`config.mk`:
```
export PLATFORM = sky130hd
export DESIGN_NAME = dual_port_sync_ram
export DESIGN_NICKNAME = d
export VERILOG_FILES = /design/src/rtl/dual_port_sync_ram.sv
export SDC_FILE = /design/constraint.sdc
export NUM_CORES = 1
export LEC_CHECK = 0
export BUFFER_PORTS_ARGS = -buffer_cell sky130_fd_sc_hd__buf_2
export CAP_MARGIN = 0
export CORE_MARGIN = 2
export CORE_UTILIZATION = 29
export DETAILED_ROUTE_END_ITERATION = 8
export GPL_TIMING_DRIVEN = 1
export PLACE_DENSITY = 0.49
export SYNTH_ARGS = -nofsm -noshare
export SYNTH_HDL_FRONTEND = slang
export SYNTH_SLANG_ARGS = --single-unit
```
`constraint.sdc`:
```
create_clock -name clk -period 2.26 [get_ports clk]
set_input_delay 0.339 -clock clk [delete_from_list [all_inputs] [get_ports clk]]
set_output_delay 0.339 -clock clk [all_outputs]
set_load 0.005 [all_outputs]
```
`src/rtl/dual_port_sync_ram.sv`:
```
// ---------------------------------------------------------------------------
// dual_port_sync_ram
//
// Single-clock RAM with one write port (byte enables) and one read port.
// After reset the array is cleared one word per cycle (INIT), then the block
// serves requests (READY). A read of the address being written in the same
// cycle returns write-first data. Out-of-range requests raise addr_err; an
// out-of-range read still completes, returning zero.
//
// Optional build macro:
//   DUAL_PORT_RAM_OUT_REG_EN  adds one output register stage; read latency
//                             becomes 2 and rd_data/rd_valid/read addr_err
//                             move together.
//
// Ports:
//   clk        in   rising-edge clock
//   rst_n      in   asynchronous active-low reset
//   wr_en      in   write request
//   wr_addr    in   write address
//   wr_data    in   write data
//   wr_be      in   byte enables, bit i covers wr_data[8i+7:8i]
//   rd_en      in   read request
//   rd_addr    in   read address
//   rd_data    out  registered read data, held between reads
//   rd_valid   out  one-cycle pulse qualifying rd_data
//   init_done  out  high once the clear sequence has finished
//   addr_err   out  one-cycle pulse for an accepted out-of-range request
//
// state  | meaning
// -------+----------------------------------------------------------
// INIT   | clearing word clr_cnt_q; requests ignored, init_done=0
// READY  | serving reads and writes, init_done=1
// ---------------------------------------------------------------------------
module dual_port_sync_ram #(
    parameter int ADDR_WIDTH = 4,
    parameter int DATA_WIDTH = 32,
    parameter int DEPTH      = 16
) (
    input  logic                    clk,
    input  logic                    rst_n,
    input  logic                    wr_en,
    input  logic [ADDR_WIDTH-1:0]   wr_addr,
    input  logic [DATA_WIDTH-1:0]   wr_data,
    input  logic [DATA_WIDTH/8-1:0] wr_be,
    input  logic                    rd_en,
    input  logic [ADDR_WIDTH-1:0]   rd_addr,
    output logic [DATA_WIDTH-1:0]   rd_data,
    output logic                    rd_valid,
    output logic                    init_done,
    output logic                    addr_err
);

    localparam int NBYTES = DATA_WIDTH / 8;
    // One extra bit so the range compare also works when DEPTH == 2**ADDR_WIDTH.
    localparam logic [ADDR_WIDTH:0]   DEPTH_W   = (ADDR_WIDTH + 1)'(DEPTH);
    localparam logic [ADDR_WIDTH-1:0] LAST_ADDR = ADDR_WIDTH'(DEPTH - 1);

    typedef enum logic {
        ST_INIT  = 1'b0,
        ST_READY = 1'b1
    } state_t;

    state_t                  state_q, state_d;
    logic [ADDR_WIDTH-1:0]   clr_cnt_q, clr_cnt_d;
    logic                    init_wr;
    logic                    ready;

    logic [DATA_WIDTH-1:0]   mem [DEPTH];

    logic                    wr_fire, rd_fire;
    logic                    wr_in_range, rd_in_range;
    logic                    wr_err_now, rd_err_now;
    logic [DATA_WIDTH-1:0]   rd_word;

    logic [DATA_WIDTH-1:0]   rd_data_s1;
    logic                    rd_valid_s1;
    logic                    rd_err_s1;
    logic                    wr_err_s1;

    // ---------------- FSM ----------------
    always_ff @(posedge clk or negedge rst_n) begin
        if (!rst_n) begin
            state_q   <= ST_INIT;
            clr_cnt_q <= '0;
        end else begin
            state_q   <= state_d;
            clr_cnt_q <= clr_cnt_d;
        end
    end

    always_comb begin
        state_d   = state_q;
        clr_cnt_d = clr_cnt_q;
        init_wr   = 1'b0;
        ready     = 1'b0;
        case (state_q)
            ST_INIT: begin
                init_wr = 1'b1;
                if (clr_cnt_q == LAST_ADDR) begin
                    state_d   = ST_READY;
                    clr_cnt_d = '0;
                end else begin
                    clr_cnt_d = clr_cnt_q + ADDR_WIDTH'(1);
                end
            end
            ST_READY: begin
                ready = 1'b1;
            end
            default: begin
                state_d   = ST_INIT;
                clr_cnt_d = '0;
            end
        endcase
    end

    assign init_done = ready;

    // ---------------- request qualification ----------------
    assign wr_fire     = ready & wr_en;
    assign rd_fire     = ready & rd_en;
    assign wr_in_range = {1'b0, wr_addr} < DEPTH_W;
    assign rd_in_range = {1'b0, rd_addr} < DEPTH_W;
    assign rd_err_now  = rd_fire & ~rd_in_range;

`ifdef DUAL_PORT_RAM_OUT_REG_EN
    // A read error surfaces one cycle later than a write error here; when both
    // ports miss in the same cycle only the (later) read error is reported so
    // the pair still produces a single pulse.
    assign wr_err_now = wr_fire & ~wr_in_range & ~rd_err_now;
`else
    assign wr_err_now = wr_fire & ~wr_in_range;
`endif

    // ---------------- storage (never reset; cleared by INIT) ----------------
    always_ff @(posedge clk) begin
        if (init_wr) begin
            mem[clr_cnt_q] <= '0;
        end else if (wr_fire && wr_in_range) begin
            for (int b = 0; b < NBYTES; b++) begin
                if (wr_be[b]) begin
                    mem[wr_addr][8*b +: 8] <= wr_data[8*b +: 8];
                end
            end
        end
    end

    // Write-first merge: enabled bytes of a colliding write replace the old word.
    always_comb begin
        rd_word = '0;
        if (rd_in_range) begin
            rd_word = mem[rd_addr];
            if (wr_fire && wr_in_range && (wr_addr == rd_addr)) begin
                for (int b = 0; b < NBYTES; b++) begin
                    if (wr_be[b]) begin
                        rd_word[8*b +: 8] = wr_data[8*b +: 8];
                    end
                end
            end
        end
    end

    // ---------------- read stage 1 ----------------
    always_ff @(posedge clk or negedge rst_n) begin
        if (!rst_n) begin
            rd_data_s1  <= '0;
            rd_valid_s1 <= 1'b0;
            rd_err_s1   <= 1'b0;
            wr_err_s1   <= 1'b0;
        end else begin
            rd_valid_s1 <= rd_fire;
            rd_err_s1   <= rd_err_now;
            wr_err_s1   <= wr_err_now;
            if (rd_fire) begin
                rd_data_s1 <= rd_word;
            end
        end
    end

`ifdef DUAL_PORT_RAM_OUT_REG_EN
    logic [DATA_WIDTH-1:0] rd_data_s2;
    logic                  rd_valid_s2;
    logic                  rd_err_s2;

    always_ff @(posedge clk or negedge rst_n) begin
        if (!rst_n) begin
            rd_data_s2  <= '0;
            rd_valid_s2 <= 1'b0;
            rd_err_s2   <= 1'b0;
        end else begin
            rd_valid_s2 <= rd_valid_s1;
            rd_err_s2   <= rd_err_s1;
            if (rd_valid_s1) begin
                rd_data_s2 <= rd_data_s1;
            end
        end
    end

    assign rd_data  = rd_data_s2;
    assign rd_valid = rd_valid_s2;
    assign addr_err = rd_err_s2 | wr_err_s1;
`else
    assign rd_data  = rd_data_s1;
    assign rd_valid = rd_valid_s1;
    assign addr_err = rd_err_s1 | wr_err_s1;
`endif

endmodule
```
# --- Word-level counts from Yosys, hierarchy flattened ---
# Memory sizes are Yosys's and may differ from the RTL's.
# Index checks and enable logic that the tools add are counted.
word_totals:
  reg_bits: 38
  ramBits: 512
  in_bits: 48
  out_inout_bits: 35
  elab_cells: 41
  mem_count: 1
memory_table:
  columns: ["memory", "words", "width", "rd", "rd_ports_with_merged_regs", "write_ports", "line_no", "rtl"]
  rows:
  - ["mem", 16, 32, 1, 0, 1, "68", "logic [DATA_WIDTH-1:0] mem [DEPTH];"]
op_classes:
  n_addsub: 1
  n_eq_ne: 2
  muxes: 29
  n_bitwise: 2
  reduce_logical: 2
ops:
  columns: ["operator", "n"]
  rows:
  - ["32-bit two-way mux", 2]
  - ["8-bit two-way mux", 4]
  - ["32-bit OR reduction", 1]
  - ["1-bit two-way mux", 20]
  - ["4-bit two-way mux", 3]
  - ["4-bit by 1-bit adder with 4-bit output, second input constant", 1]
  - ["4-bit equality test", 1]
  - ["4-bit equality test, second input constant", 1]
  - ["1-bit bitwise AND", 2]
  - ["1-bit logical AND", 1]

# --- Depth between registers and ports, before layout ---
# Gate-level depths: netlist of run 1.
logic_depth:
  word_depth: 7
  mapped_depth: 7

# --- Worst setup path after synthesis of run 1 ---
# No wires, ideal clock.
synth_path:
  path_kind: "input to register"
  start: "input port wr_be[3]"
  end: "memory mem[14][0] (enable)"
  arrival_ps: 1963
  required_time_ps: 1877
  slack_ps: -86
  cell_stages: 6
  path_buffers: 2
  cell_sequence: "nor4_2 nor2_4 buf_6 mux2i_4 buf_4 nor3_1"
synth_via:
  elab_chain_len: 6
  word_cells_on_any_way: 7
  cone_classes: "mux (6); reduce/logical (1)"
synth_rtl:
  columns: ["item", "line_no", "rtl"]
  rows:
  - ["from (decl)", "44", "input logic [DATA_WIDTH/8-1:0] wr_be,"]
  - ["1-bit two-way mux (*)", "140", "if (wr_be[b]) begin"]
  - ["1-bit two-way mux (*)", "138", "end else if (wr_fire && wr_in_range) begin"]
  - ["1-bit two-way mux (*)", "136", "if (init_wr) begin"]
  - ["1-bit two-way mux (implied by the code) (*)", "141", "mem[wr_addr][8*b +: 8] <= wr_data[8*b +: 8];"]
  - ["32-bit OR reduction (no line) (*)", null, null]
  - ["4-bit two-way mux (no line)", null, null]
  - ["to (decl)", "68", null]
# Mark *: on every way between the ends. The rest lies on a longest branch, timed or not.

# --- Final worst setup path of run 1 ---
layout_path:
  start: "register state_q"
  end: "memory mem[9][19] (enable)"
layout_via:
  elab_chain_len: 7
  word_cells_on_any_way: 18
  cone_classes: "mux (16); bitwise (1); reduce/logical (1)"
layout_rtl:
  columns: ["item", "line_no", "rtl"]
  rows:
  - ["from (decl)", "63", "state_t state_q, state_d;"]
  - ["from (signal assigned)", "86", "state_q <= state_d;"]
  - ["1-bit two-way mux", "96", "case (state_q)"]
  - ["1-bit bitwise AND", "119", "assign wr_fire = ready & wr_en;"]
  - ["1-bit two-way mux", "138", null]
  - ["1-bit two-way mux", "136", null]
  - ["1-bit two-way mux (implied by the code)", "141", null]
  - ["32-bit OR reduction (no line)", null, null]
  - ["4-bit two-way mux (no line)", null, null]
# Several ways; a longest one is shown, not always the timed one.

==> flow_metrics.py, run 1 <==
metrics = {
    "run_status": {
        "outcome": "finished, final reports clean",
    },
    "power": {
        "leakage_uw": 0.00982,
        "power.total_uw": 22200,
        "power.switching_uw": 4770,
        "p_per_area_nw_per_um2": 813,
        "p_int_uw": 17400,
        "swShare_pct": 21.5,
        "pwr-share-comb_pct": 7.0,
        "ir_drop_mv": 0.629,
        "clkPwrFrac_pct": 42.2,
        "power_frac_seq_pct": 50.8,
    },
    "sta": {
        "worst_slack_ns": 0.221,
        "rsz0062_at_grt": "no",
        "slew_violations": 0,
        "fmax_mhz": 490,
        "setup-violations-final": 0,
        "period_share_pct": 90.2,
        "fin_skew_ns": 0.0218,
        "worstMarginPinSlew_ns": 0.851,
        "finalCriticalPeriod_ns": 2.04,
        "finalHoldViolCount": 0,
        "relSlewSlack_pct": 43.2,
    },
    "setup_path": {
        "endpoint_kind": "flip-flop",
        "path_cells": "nand2_2 -> nor2_4 -> buf_4 -> mux2i_2 -> buf_4 -> nor3_2 -> buf_4",
        "critPathMostFrequentCell": "buf_4",
        "cp_slowest_cell": "mux2i_2",
        "arrival_ns": 2.39,
        "critPathKind": "flip-flop to flip-flop",
        "crit_required_ns": 2.61,
        "crit_fanout": 8,
        "startpoint_type": "flip-flop",
        "cp_slowest_stage_delay_ns": 0.43,
    },
    "floorplanning": {
        "rows": 101,
        "die-area_sq_um": 78700,
        "die_w_um": 281,
        "die-height_um": 281,
        "core_area_sq_um": 75800,
        "ioPinCount": 83,
        "initial_core_util_pct": 29.3,
    },
    "yosys": {
        "ys_seq_area_share_pct": 73.6,
        "synthTopCellsByArea": "edfxtp_1 69%, mux4_2 13%, dfrtp_1 4.3%",
        "synth_cells": 1138,
        "synth-seq-cells": 550,
        "yosysTopAreaCell": "edfxtp_1",
        "synth_xor_area_share_pct": 0.197,
        "syn_avg_cell_area_sq_um": 19.5,
        "synthSimpleGateAreaFrac_pct": 5.59,
        "ys_top_cells_by_count": "512 x edfxtp_1, 128 x mux4_2, 65 x and2_1",
        "yosysTopAreaCellShare_pct": 69.3,
        "netlist_area_sq_um": 22200,
        "yosysMostFrequentCell": "edfxtp_1",
        "synth_compound_area_share_pct": 4.95,
        "muxShareOfSynthArea_pct": 13.7,
        "synth_top_family_by_area": "multiplexers",
        "synth_cell_types": 36,
        "postSynth.asyncResetShare_pct": 6.91,
        "ys.flop_type": "edfxtp_1",
        "yosys_warnings": 0,
        "yosys.area_share.adder_pct": 0.0564,
        "synth_edf_count": 512,
        "syn_nets": 1187,
    },
    "final_layout": {
        "synthToLayoutAreaGrowth_pct": 23.0,
        "design_area_sq_um": 27300,
        "nFillCells": 7043,
        "fin_nets": 1410,
        "antenna_cells": 0,
        "drive_gt1_share_pct": 36.2,
    },
    "placement": {
        "routabilityCongestion": 0.763,
        "place_ws_ns": -0.104,
        "portBuffers": 81,
        "dp_hpwl_um": 38300,
        "placed_cell_area_sq_um": 25400,
    },
    "clock_tree": {
        "clk_pin_slew_ns": 0.06,
        "cts.sinks": 550,
        "cts_resized": 0,
        "htreeDepth": 2,
        "clk_latency_ns": 0.61,
        "cts_tree": "yes",
        "cts_root_buffer": "clkbuf_16",
        "numCtsBuffers": 56,
        "ctsLongestPathBuffers": 3,
    },
    "global_route": {
        "track_usage_pct": 14.8,
        "grt_pass1_vias": 12141,
        "grt_remaining_overflow": 0,
        "grt_max_degree": 44,
        "grt_pass1_wl_um": 84600,
        "antenna_found_initial": 3,
    },
    "routing": {
        "drt_iter0_drc": 925,
        "drtAntennaViolNets": 0,
        "vias": 11771,
        "first_pass_iters": 5,
        "drt-wirelength-per-cell_um": 24.2,
        "routed_wl_um": 57600,
        "drc_errors": 0,
        "viasPerCell": 4.93,
    },
    "run": {
        "cap_violations": 0,
    },
    "worst_hold_path": {
        "hold_class": "input pin to flip-flop",
    },
}
## power groups by stage
stage | Clock [uW] | Sequential, uW | Combinational [uW]
5_1_grt | 9990 | 11300 | 1670
6_report | 9360 | 11300 | 1550
4_1_cts | 9600 | 11300 | 1580
3_5_place_dp | 0 | 11500 | 1570
2_1_floorplan | 0 | 11500 | 770
3_3_place_gp | 0 | 11500 | 1570
## layout by cell type (no fill, tap or decap), drive strengths merged
cell type    count
conb             1
inv              3
a21boi           4
a22o            64
clkinv          16
and2            65
nor2            39
a41oi           32
nor4             1
a21oi            1
clkinvlp         8
nor2b           10
edfxtp         512
o31ai            1
and3            32
clkbuf          72
nor3            65
mux4           128
ha               1
dlygate4sd3      1
dfrtp           38
bufinv           8
o21ai           34
nand2            7
nand2b           2
a31o             5
xnor2            1
buf            244
mux2             3
mux2i            6
xor2             4
## state kept, by name, indices dropped and copies added (netlist names)
| name | count |
|---|---|
| mem | 512 |
| rd_valid | 1 |
| state_q | 1 |
| clr_cnt_q | 4 |
| rd_data | 32 |
## metal layers
layer / global-route usage (%) / wire [um] / vias to the layer above
li1: - / - / 5152
met1: 22.2 / 27300 / 6186
met2: 22.0 / 25600 / 369
met3: 2.86 / 3760 / 62
met4: 3.44 / 937 / 2
met5: 0 / 11 / -
## cell families (layout without fill, tap and decap cells)
family / after synthesis / after routing
XOR/XNOR: 5 / 5
flip-flops: 550 / 550
buffers and inverters: 82 / 352
AO/OA/AOI/OAI: 141 / 141
adder cells (fa/ha/maj): 1 / 1
multiplexers: 137 / 137
AND/OR/NAND/NOR: 221 / 221
other: 1 / 1
## critical path: cells and delay by family, from the launching register on
family                 cells  cell delay, ns
AND/OR/NAND/NOR            3            0.36
multiplexers               1            0.43
buffers and inverters      3            0.63
flip-flops                 1            0.36
## what timing repair did
item / 4_1_cts / 5_1_grt
setup buffers: 0 / 2
endpoints found under the setup margin: 0 / 8
hold endpoints to repair: 7 / 0
hold buffers: 1 / 0
## through the flow
stage | std cells | util [%] | TNS, ns | hold WS, ns
after floorplan | 1138 | - | -12.37 | 0.0434
after global placement | 2278 | 33.5 | -13.98 | 0.287
after detailed placement | 2278 | 33.5 | -7.17 | 0.288
after CTS | 2384 | 35.9 | 0 | 0.134
after global routing | 2386 | 36.0 | 0 | 0.176
final | 2386 | 36.0 | 0 | 0.174
## cell type report
cell class / count / area, sq um / share of cell area, %
Tap cell: 978 / 1220 / 4.49
Clock buffer: 71 / 1470 / 5.38
Inverter: 1 / 3.75 / 0.0138
Clock inverter: 34 / 404 / 1.48
Multi-Input combinational cell: 506 / 5590 / 20.5
Sequential cell: 550 / 16300 / 59.9
Timing Repair Buffer: 246 / 2260 / 8.29
## final timing paths
| kind | from | endpoint | slack (ns) | cells past startpoint |
|---|---|---|---|---|
| worst max-delay path | state_q$_DFF_PN0_ | mem[9][19]$_DFFE_PP_ | 0.22 | 7 |
| worst min-delay path | wr_data[29] | rd_data[29]$_DFFE_PN0P_ | 0.17 | 4 |
| worst max register to register | state_q$_DFF_PN0_ | mem[9][19]$_DFFE_PP_ | 0.22 | 7 |
| worst min register to register | rd_data[0]$_DFFE_PN0P_ | rd_data[0]$_DFFE_PN0P_ | 0.58 | 3 |
| max in group asynchronous | rst_n | rd_data[7]$_DFFE_PN0P_ | 1.46 | 3 |
| min in group asynchronous | rst_n | rd_data[14]$_DFFE_PN0P_ | 0.18 | 2 |
No activity file was read; power rests on OpenSTA's default activity.
==> run 2: changes to the inputs <==
Settings changed: ABC_AREA set to 1.
==> flow_metrics.py, run 2 <==
metrics = {
    "run_status": {
        "outcome": "finished, final reports clean",
    },
    "clock_tree": {
        "numCtsBuffers": 59,
        "cts_tree": "yes",
        "htreeDepth": 2,
        "cts.sinks": 550,
        "clk_latency_ns": 0.62,
        "ctsLongestPathBuffers": 3,
        "cts_root_buffer": "clkbuf_16",
        "clk_pin_slew_ns": 0.06,
    },
    "yosys": {
        "syn_nets": 2522,
        "postSynth.asyncResetShare_pct": 6.91,
        "synth-seq-cells": 550,
        "ys_seq_area_share_pct": 66.8,
        "synth_cell_types": 23,
        "synthTopCellsByArea": "edfxtp_1 63%, nand2_1 14%, nand3_1 7.4%",
        "ys.flop_type": "edfxtp_1",
        "ys_top_cells_by_count": "922 x nand2_1, 512 x edfxtp_1, 360 x nand3_1",
        "syn_avg_cell_area_sq_um": 9.89,
        "yosysTopAreaCellShare_pct": 62.9,
        "yosys_warnings": 0,
        "synth_cells": 2473,
        "yosysMostFrequentCell": "nand2_1",
        "netlist_area_sq_um": 24500,
        "yosysTopAreaCell": "edfxtp_1",
        "synth_edf_count": 512,
    },
    "final_layout": {
        "drive_gt1_share_pct": 13.1,
        "nFillCells": 8474,
        "synthToLayoutAreaGrowth_pct": 17.6,
        "layout_common_cells": "921 x nand2_1, 512 x edfxtp_1, 360 x nand3_1",
        "multi_input_area_sq_um": 6240,
        "largest_register": "mem",
        "design_area_sq_um": 28800,
        "seq_area_sq_um": 16300,
        "stdcell_count": 3755,
        "antenna_cells": 0,
        "final_common_cell": "nand2_1",
        "largest_reg_flops": 512,
        "fin_nets": 2678,
    },
    "sta": {
        "finalCriticalPeriod_ns": 2.17,
        "worstMarginPinSlew_ns": 0.523,
        "relSlewSlack_pct": 65.1,
        "worst_slack_ns": 0.0884,
        "period_share_pct": 96.1,
        "finalHoldViolCount": 0,
        "setup-violations-final": 0,
        "slew_violations": 0,
        "hold_ws_ns": 0.134,
        "fin_skew_ns": 0.0104,
        "fmax_mhz": 460,
    },
    "worst_hold_path": {
        "hold_class": "input pin to flip-flop",
    },
    "setup_path": {
        "startpoint_type": "flip-flop",
        "crit_required_ns": 2.59,
        "crit_fanout": 15,
        "arrival_ns": 2.50,
        "critPathKind": "flip-flop to flip-flop",
        "endpoint_kind": "flip-flop",
    },
    "placement": {
        "routabilityCongestion": 0.836,
        "portBuffers": 81,
        "dp.cells": 3647,
        "placed_cell_area_sq_um": 26900,
        "dp_hpwl_um": 47100,
        "place_ws_ns": 0.0293,
    },
    "routing": {
        "drc_errors": 0,
        "drtAntennaViolNets": 0,
        "viasPerCell": 4.64,
        "vias": 17410,
        "drt-wirelength-per-cell_um": 19.4,
        "drt_iter0_drc": 1435,
        "first_pass_iters": 6,
        "routed_wl_um": 73000,
    },
    "global_route": {
        "grt_pass1_wl_um": 109000,
        "antenna_found_initial": 0,
        "grt_remaining_overflow": 0,
        "track_usage_pct": 16.9,
        "grt_pass1_vias": 17545,
        "grt_max_degree": 112,
    },
    "run": {
        "cap_violations": 0,
    },
    "floorplanning": {
        "core_area_sq_um": 83600,
        "die_w_um": 294,
        "die-area_sq_um": 86700,
        "initial_core_util_pct": 29.3,
        "rows": 106,
        "ioPinCount": 83,
        "die-height_um": 294,
    },
    "power": {
        "leakage_uw": 0.0125,
        "ir_drop_mv": 0.563,
        "p_per_area_nw_per_um2": 791,
    },
}
==> run 2: changes by cell type in the layout (fill, tap and decap cells not counted), moves of 64 or more <==
cell	before	now
nand2_1	6	921
nand3_1	0	360
inv_1	1	327
mux4_2	128	0
and2_1	65	0
a22o_1	64	0
==> run 2: final cells by class <==
class                           count  share of cell area (%)
Clock buffer                       68                    5.40
Clock inverter                     39                    1.09
Inverter                          335                    4.41
Multi-Input combinational cell   1458                    21.7
Sequential cell                   550                    56.8
Tap cell                         1080                    4.70
Timing Repair Buffer              225                    5.95
==> run 2: routing by layer <==
metal	GRT usage [%]	vias up	share of wire [%]
li1	-	8309	-
met4	5.79	0	2.8
met5	0	-	0
met3	2.23	102	5.0
met2	27.9	491	47
met1	22.8	8508	45
==> run 2: path summary, 6_finish.rpt <==
kind	slack [ns]	cells past startpoint	end	from
worst min register to register	0.48	2	rd_data[31]$_DFFE_PN0P_	rd_data[31]$_DFFE_PN0P_
worst min-delay path	0.13	7	rd_data[0]$_DFFE_PN0P_	wr_data[0]
max in group asynchronous	1.74	3	rd_data[9]$_DFFE_PN0P_	rst_n
worst max register to register	0.09	11	mem[6][5]$_DFFE_PP_	state_q$_DFF_PN0_
worst max-delay path	0.09	11	mem[6][5]$_DFFE_PP_	state_q$_DFF_PN0_
min in group asynchronous	0.24	3	rd_data[21]$_DFFE_PN0P_	rst_n
==> run 2: cell families after synthesis <==
kind of cell / count (synthesis) / share of synthesized area, %
AO/OA/AOI/OAI: 15 / 0.552
AND/OR/NAND/NOR: 1440 / 24.8
buffers and inverters: 465 / 7.79
flip-flops: 550 / 66.8
other: 1 / 0.0153
XOR/XNOR: 1 / 0.0358
adder cells (fa/ha/maj): 1 / 0.0512
==> run 2: repair_timing <==
| action | in CTS | in global routing |
|---|---|---|
| resized for setup | 0 | 3 |
| hold buffers | 1 | 0 |
| setup buffers | 0 | 0 |
| endpoints found under the setup margin | 0 | 48 |
| hold endpoints to repair | 38 | 0 |
==> run 2: critical path, cell delays in order, from the launching register on <==
cell,delay (ns)
dfrtp_1,0.34
nand2_1,0.06
inv_2,0.08
o21ai_2,0.07
nand2_4,0.23
inv_2,0.10
nand2_1,0.09
nand2_2,0.09
nor2_4,0.18
nand2_2,0.25
nor2_1,0.16
buf_4,0.20
==> run 2: metrics by stage <==
stage	util, %	setup TNS (ns)	power [uW]
2_1_floorplan	-	0	12600
6_report	34.4	0	22800
4_1_cts	34.4	0	23000
3_3_place_gp	32.2	0	13600
5_1_grt	34.4	-0.194	23600
3_5_place_dp	32.2	0	13600
==> run 2: report_power, final <==
part,internal (uW),total (uW),switching (uW)
Clock,5440,9360,3920
Combinational,564,2030,1470
Sequential,11300,11400,48.8
